## src/rtl/bus_arbiter_reg.sv

```systemverilog
// Registered multi-source bus merge: wired-OR or lowest-index priority, with
// optional output pipeline, hold-last-value and multi-driver conflict tracking.
module bus_arbiter_reg #(
  parameter int WIDTH = 16,
  parameter int NSRC  = 8,
  parameter int PIPE  = 1,
  parameter int HOLD  = 1,
  parameter int CNT_W = 8
) (
  input  logic                    clk,
  input  logic                    rst_n,
  input  logic [NSRC*WIDTH-1:0]   src_data,
  input  logic [NSRC-1:0]         src_en,
  input  logic                    prio_mode,
  input  logic                    err_clr,
  output logic [WIDTH-1:0]        bus_out,
  output logic                    bus_valid,
  output logic [$clog2(NSRC)-1:0] bus_src,
  output logic                    conflict,
  output logic                    err_sticky,
  output logic [CNT_W-1:0]        conflict_cnt
);

  localparam int IDX_W = $clog2(NSRC);

  logic [WIDTH-1:0] or_data;
  logic [WIDTH-1:0] prio_data;
  logic [WIDTH-1:0] merged;
  logic [WIDTH-1:0] hold_q;
  logic [WIDTH-1:0] next_out;
  logic [IDX_W-1:0] idx;
  logic             found;
  logic             any;
  logic             multi;

  always_comb begin
    or_data   = '0;
    prio_data = '0;
    idx       = '0;
    found     = 1'b0;
    for (int i = 0; i < NSRC; i++) begin
      if (src_en[i]) begin
        or_data = or_data | src_data[i*WIDTH +: WIDTH];
        if (!found) begin
          found     = 1'b1;
          idx       = IDX_W'(i);
          prio_data = src_data[i*WIDTH +: WIDTH];
        end
      end
    end
  end

  // Clearing the lowest set bit leaves something only if two or more enables are high.
  assign any      = |src_en;
  assign multi    = |(src_en & (src_en - NSRC'(1)));
  assign merged   = prio_mode ? prio_data : or_data;
  assign next_out = any ? merged : ((HOLD != 0) ? hold_q : '0);

  always_ff @(posedge clk or negedge rst_n) begin
    if (!rst_n) begin
      hold_q <= '0;
    end else if (any) begin
      hold_q <= merged;
    end
  end

  if (PIPE != 0) begin : g_pipe
    always_ff @(posedge clk or negedge rst_n) begin
      if (!rst_n) begin
        bus_out   <= '0;
        bus_valid <= 1'b0;
        bus_src   <= '0;
      end else begin
        bus_out   <= next_out;
        bus_valid <= any;
        bus_src   <= idx;
      end
    end
  end else begin : g_comb
    assign bus_out   = next_out;
    assign bus_valid = any;
    assign bus_src   = idx;
  end

  // A conflict in the same cycle as err_clr wins over the clear.
  always_ff @(posedge clk or negedge rst_n) begin
    if (!rst_n) begin
      conflict     <= 1'b0;
      err_sticky   <= 1'b0;
      conflict_cnt <= '0;
    end else begin
      conflict <= multi;
      if (multi) begin
        err_sticky <= 1'b1;
      end else if (err_clr) begin
        err_sticky <= 1'b0;
      end
      if (multi) begin
        if (err_clr) begin
          conflict_cnt <= CNT_W'(1);
        end else if (!(&conflict_cnt)) begin
          conflict_cnt <= conflict_cnt + CNT_W'(1);
        end
      end else if (err_clr) begin
        conflict_cnt <= '0;
      end
    end
  end

endmodule
```

## config.mk

```make
export PLATFORM = sky130hd
export DESIGN_NAME = bus_arbiter_reg
export DESIGN_NICKNAME = d
export VERILOG_FILES = /design/src/rtl/bus_arbiter_reg.sv
export SDC_FILE = /design/constraint.sdc
export NUM_CORES = 1
export LEC_CHECK = 0
export ABC_AREA = 1
export CAP_MARGIN = 10
export CORE_UTILIZATION = 40
export DETAILED_ROUTE_END_ITERATION = 12
export GPL_TIMING_DRIVEN = 1
export PLACE_DENSITY = 0.77
export SYNTH_ARGS = -nofsm -noshare
export SYNTH_HDL_FRONTEND = slang
export SYNTH_SLANG_ARGS = --single-unit
export TNS_END_PERCENT = 100
```

## constraint.sdc

```tcl
create_clock -name clk -period 4.23 [get_ports clk]
set_clock_uncertainty 0.2 [all_clocks]
set_input_delay 1.269 -clock clk [delete_from_list [all_inputs] [get_ports clk]]
set_output_delay 1.269 -clock clk [all_outputs]
set_load 0.02 [all_outputs]
```

==> summary.md <==
| Metric | Value |
|---|---|
| Post-CTS Setup Bufs | 0 |
| Initial antenna violation count | 0 |
| Slew @ Worst Pin | 762 ps |
| Core area | around 9200 um^2 |
| Final #Nets | roughly 1000 |
| Worst-path clk slew | roughly 70 ps |
| Starting Density | roughly 41% |
| WP buf/inv | 2 |
| CTS tree | built |
| Pre-antenna DRT Iters | 6 |
| Routed wire length | 14900 um |
| Placed Area | around 5500 um^2 |
| DR vias | between 5000 and 6000 |
| Hold Crit Class | flop to flop |
| Most frequent cells in the layout | nand2_1 (275), clkdlybuf4s50_1 (169), inv_1 (96) |
| First-pass GRT wire length | 23700 um |
| Final setup fails | 0 |
| Die Ht | approximately 99 um |
| Row Count | 35 |
| DP Wirelength | ~12000 um |
| CP startpoint kind | primary input |
| Max Fanout on Critical Path | 21 |
| IO Port Bufs | roughly 170 |
| Most common cell after layout, fill and taps aside | nand2_1 |
| Die ar. | just under 10000 um^2 |
| Hold_buf cts | 0 |
| Fmax | a little under 300 MHz |
| Root Buffer Master | clkbuf_8 |
| CP Capture Type | flop |
| Num CTS Buffers | 5 |
| Tot Pwr | 1060 uW |
| Status | finished clean |
| TNS Setup | 0 ps |
| Crit path kind | primary input to flop |
| Clock Latency Late Sink | ~280 ps |
| Crit path max-delay cell type | nor3_4 |
| Detail Route Antenna Nets | 0 |
| Share of flip-flops with an asynchronous set or reset | 100% |
| I/O pins | 170 |
| Max_cap viols | 0 |
| Cell area after layout | about 5600 um^2 |
| CP delay by family, top | simple AND/OR/NAND/NOR gates |
| Diode count | 0 |
| Final Hold Viols | 0 |
| Yosys warns | 0 |
| DRC | 0 |
| Layout area overhead | 48.8% |
| VDD IR-drop max | between 0.0001 and 0.00015 V |
| Critical path data arrival time | approximately 3300 ps |
| Post-synth EDFFs | 0 |
| CTS Buffer Depth | 2 |
| RePlAce Congestion | about 0.91 |
| CP max stage delay | 620 ps |
| GRT Total Usage | 30.6% |
| Routed length per instance | 15.6 um |
| Share of layout cells above drive strength 1 | approximately 5% |
| RSZ-0062 raised after global routing | no |
| Data required, critical path | between 4000 and 5000 ps |
| Clk sinks | 30 |
| GRT Residual Overflow | 0 |
| Synth Flop Type | dfrtp_1 |
| Max Transition Viols Final | 0 |
| Syn_nets | 832 |
| #FFs+latches synth | 30 |
| Syn avg cell area | around 5.5 um^2 |
| Post-cts resize count | 0 |
| Worst path most repeated cell | nand2_1 |
| P per Cell Area | 189 nW/um^2 |
| Critical path cell sequence | clkdlybuf4s50_1 -> nor2_8 -> nand3_4 -> nor3_4 -> nand2_1 -> nand2_1 -> inv_1 -> nand2_1 -> nand3_1 |
| Syn Inst Count | just under 700 |
| H-tree depth | 2 |
| Post-synthesis sequential area ratio | between 10% and 20% |
| DIE WIDTH | about 99 um |
| Worst slew margin | approximately half |
| Starting DRC count in detailed routing | roughly 330 |
| Static Leak | roughly 0.0028 uW |
| Vias in the first global route | 4667 |
| Period Utilization, post-route | 79.3% |
| Vias per Instance | around 5.2 |
| Post-layout min period | between 3000 and 4000 ps |
| Mapped cell area | 3780 um^2 |
| Largest net degree at the start of global routing | 36 |
| Distinct cells, synth | 33 |
| Fillers | between 900 and 1000 |
final cells by class:
class / instances / area (um^2) / share of cell area, %
multi-input combinational: 522 / 2440 / 43.4
timing repair buffer: 185 / 1810 / 32.2
sequential: 30 / 751 / 13.4
inverter: 98 / 368 / 6.54
tap: 111 / 139 / 2.47
clock buffer: 8 / 110 / 1.96
flip-flops by register name (all words and copies together), names as in the netlist:
| name | count |
|---|---|
| bus_src | 3 |
| err_sticky | 1 |
| bus_valid | 1 |
| conflict | 1 |
| conflict_cnt | 8 |
| bus_out | 16 |
report_power, final:
group / internal [uW] / switching [uW]
registers: 308 / 16.6
logic: 223 / 239
clock network: 164 / 110
worst register-to-register path: stages, from the launching register on:
cell,delay (ps)
dfrtp_1,410
ha_1,210
nand3_1,110
nor2_1,190
nand3_1,190
nor2_1,130
nand2_1,140
nand4_1,130
nand2_1,60
synthesized netlist by cell type, types with 2 or more instances:
| cell | instances | area share (%) |
|---|---|---|
| a21oi_1 | 18 | 2.4 |
| buf_1 | 4 | 0.40 |
| buf_2 | 15 | 2.0 |
| buf_4 | 6 | 1.2 |
| buf_6 | 3 | 0.89 |
| clkbuf_1 | 13 | 1.3 |
| dfrtp_1 | 30 | 20 |
| inv_1 | 96 | 9.5 |
| nand2_1 | 275 | 27 |
| nand3_1 | 65 | 8.6 |
| nand4_1 | 39 | 6.5 |
| nor2_1 | 52 | 5.2 |
| nor2_2 | 4 | 0.66 |
| nor2_8 | 2 | 1.1 |
| o2111ai_1 | 16 | 3.7 |
| o21ai_0 | 33 | 4.4 |
| xor2_1 | 4 | 0.93 |
metal layers:
metal | wire length, um | global-route usage [%]
met5 | 0 | 0
met4 | 337 | 8.71
met3 | 1270 | 5.34
met2 | 6630 | 48.9
met1 | 6650 | 42.4
worst paths after layout:
path | from | to | slack, ps | depth (start not counted)
setup / recovery | src_en[2] | bus_out[15] | 870 | 9
hold / removal | bus_out[0] | bus_out[0] | 310 | 2
setup reg to reg | conflict_cnt[0] | conflict_cnt[1] | 2350 | 8
hold reg to reg | bus_out[0] | bus_out[0] | 310 | 2
max in group asynchronous | rst_n | bus_valid | 2350 | 2
min in group asynchronous | rst_n | bus_out[1] | 1180 | 2
stage by stage:
| step | instances | hold WS, ps | setup slack (ps) | utilization [%] |
|---|---|---|---|---|
| floorplan | 691 | 408 | 1570 | - |
| global placement | 946 | 284 | 667 | 59.9 |
| detailed placement | 946 | 289 | 589 | 59.9 |
| CTS | 954 | 308 | 903 | 61.1 |
| global route | 954 | 340 | 699 | 61.1 |
| finish | 954 | 308 | 874 | 61.1 |
cells by family (layout without fill, tap and decap cells):
group	count (synthesis)	in the layout	synth area share, %
compound gates	72	72	11.7
xor+xnor	4	4	0.927
fa+ha+maj	1	1	0.331
buf+inv	139	291	15.5
flops	30	30	19.9
simple gates	445	445	51.7
Note: power is estimated with default switching activity, not from simulation.
==> RTL edit, RTL diff (same settings) <==
The parameter `NSRC` goes from 8 to 4.
--- a/src/rtl/bus_arbiter_reg.sv
+++ b/src/rtl/bus_arbiter_reg.sv
@@ -3,5 +3,5 @@
 module bus_arbiter_reg #(
   parameter int WIDTH = 16,
-  parameter int NSRC  = 8,
+  parameter int NSRC  = 4,
   parameter int PIPE  = 1,
   parameter int HOLD  = 1,
Interface: changed (resized bus_src, src_data and src_en); port bits go from 170 to 101. No check against the original RTL was run, so the function may have changed too.
==> RTL edit against the unedited design <==
Hold slack worse by 0.0099 ns. Setup slack better by 0.14 ns. First-iteration DRC count is 42% lower. Largest power group is now sequential cells. Final cell count is 44% lower. Area after synthesis is 40% lower. Routed wire length is 52% lower. Sequential cell count is 1 lower. Critical path depth is 2 higher. Total power is 14% lower. Cell area is 40% lower. Sequential share of layout area is 8.1 points higher. Synthesized cell count is 48% lower.
==> RTL edit: results (changes against the unedited design) <==
yosys:
  synth_cell_type_count: 25  # was 33
  synthTopCellsByCount: "148 x nand2_1, 39 x nor2_1, 35 x nand3_1, 29 x dfrtp_1, 29 x inv_1"  # was 275 x nand2_1, 96 x inv_1, 65 x nand3_1, 52 x nor2_1, 39 x nand4_1
  synth-seq-area-share_pct: 32.12  # was 19.87%
  yosysWarnings: 0  # unchanged
  synthTopCellsByArea: "dfrtp_1 32%, nand2_1 25%, nand3_1 7.8%, nor2_1 6.5%, inv_1 4.8%"  # was nand2_1 27%, dfrtp_1 20%, inv_1 9.5%, nand3_1 8.6%, nand4_1 6.5%
  synth_cells: 361  # was 691
  async_reset_ff_share_pct: 100.0  # unchanged
  synth_nets: 434  # was 832
layout:
  reg_top3: "bus_out x16, conflict_cnt x8, bus_src x2"  # was bus_out x16, conflict_cnt x8, bus_src x3
  drive_above_1_share_pct: 5.895  # was 4.864%
  layout.nets: 530  # was 983
  fillCellCount: 502  # was 911
place:
  gp_congestion: 0.9035  # was 0.9143
  dp_hpwl_um: 5192  # was 11710 µm
  dp_slack_ns: 0.7288  # was 0.5887 ns
  place_area_mm2: 0.003273  # was 0.005512 mm²
  port_buffers: 100  # was 169
  place_inst: 522  # was 946
power_and_ir_drop:
  peakVddDrop_mv: 0.1483  # was 0.1134 mV
  p_per_area_mw_per_mm2: 269.3  # was 188.5 mW/mm²
  p_leak_uw: 0.001588  # was 0.002850 µW
global_route:
  gr-usage-all-layers_pct: 25.59  # was 30.61%
  grt_util_met2_pct: 42.65  # was 48.90%
  first_global_vias: 2572  # was 4667
  use_met1_pct: 32.99  # was 42.44%
  grt_use_met3_pct: 5.476  # was 5.341%
  grt_pass1_wl_um: 12210  # was 23740 µm
  grt_max_degree: 30  # was 36
  antenna_found_initial: 0  # unchanged
worst_setup_path:
  crit_slowest_cell: "clkdlybuf4s50_1"  # was nor3_4
  max_stage_delay_ns: 0.88  # was 0.62 ns
  critPathArrivalTime_ns: 3.20  # was 3.32 ns
  cp_top_family: "buffers and inverters"  # was simple AND/OR/NAND/NOR gates
clocking:
  root_buffer: "clkbuf_8"  # unchanged
  clock_latency_ns: 0.28  # about the same
  clk_path_buf_depth: 2  # unchanged
  cts_buffers: 5  # unchanged
routing:
  met3WireLength_um: 571  # was 1265 µm
  wirelength_met1_um: 3084  # was 6653 µm
  drt_iter0_drc: 188  # was 326
  routed_wl_um: 7073  # was 14880 µm
  drtPass1Iterations: 5  # was 6
  num_vias: 2723  # was 5005
  routed-wl-met2_um: 3355  # was 6626 µm
  viasPerCell: 5.138  # was 5.246
run_status:
  outcome: "finished clean"  # unchanged
timing:
  slew_viol_final: 0  # unchanged
  relSlewSlack_pct: 56.68  # was 49.06%
min_path:
  holdCritPathClass: "reg2reg"  # unchanged
==> RTL edit: changes by cell type after synthesis, moves of 11 or more <==
cell / unedited run / this run
nand2_1: 275 / 148
inv_1: 96 / 29
nand3_1: 65 / 35
nand4_1: 39 / 17
o2111ai_1: 16 / 1
o21ai_0: 33 / 18
a21oi_1: 18 / 4
nor2_1: 52 / 39
clkbuf_1: 13 / 2
==> RTL edit: final timing paths <==
kind | from | end | slack (ns) | depth (start not counted)
min | bus_out[0]$_DFFE_PN0P_ | bus_out[0]$_DFFE_PN0P_ | 0.30 | 2
max in group asynchronous | rst_n | conflict_cnt[7]$_DFFE_PN0P_ | 2.36 | 2
min reg2reg | bus_out[0]$_DFFE_PN0P_ | bus_out[0]$_DFFE_PN0P_ | 0.30 | 2
max | src_en[0] | conflict_cnt[7]$_DFFE_PN0P_ | 1.01 | 11
min in group asynchronous | rst_n | bus_out[0]$_DFFE_PN0P_ | 1.18 | 2
max reg2reg | conflict_cnt[0]$_DFFE_PN0P_ | conflict_cnt[7]$_DFFE_PN0P_ | 2.48 | 9
==> RTL edit: layout make-up <==
type	count	share of cell area (%)
timing repair buffer	106	30.86
multi-input combinational	281	37.80
clock inverter	1	0.8859
tap	72	2.658
inverter	34	3.839
clock buffer	7	2.547
sequential	29	21.41
==> RTL edit: cells by family after synthesis <==
group	Yosys count	synth area share, %
xor+xnor	1	0.3877
fa+ha+maj	1	0.5536
buf+inv	51	11.18
compound gates	31	7.420
flops	29	32.12
simple gates	248	48.34
==> RTL edit: report_power, final <==
| part | switching (µW) | internal, µW | total (µW) |
|---|---|---|---|
| combinational | 146 | 142 | 289 |
| clock | 113 | 192 | 305 |
| sequential | 17.0 | 302 | 319 |
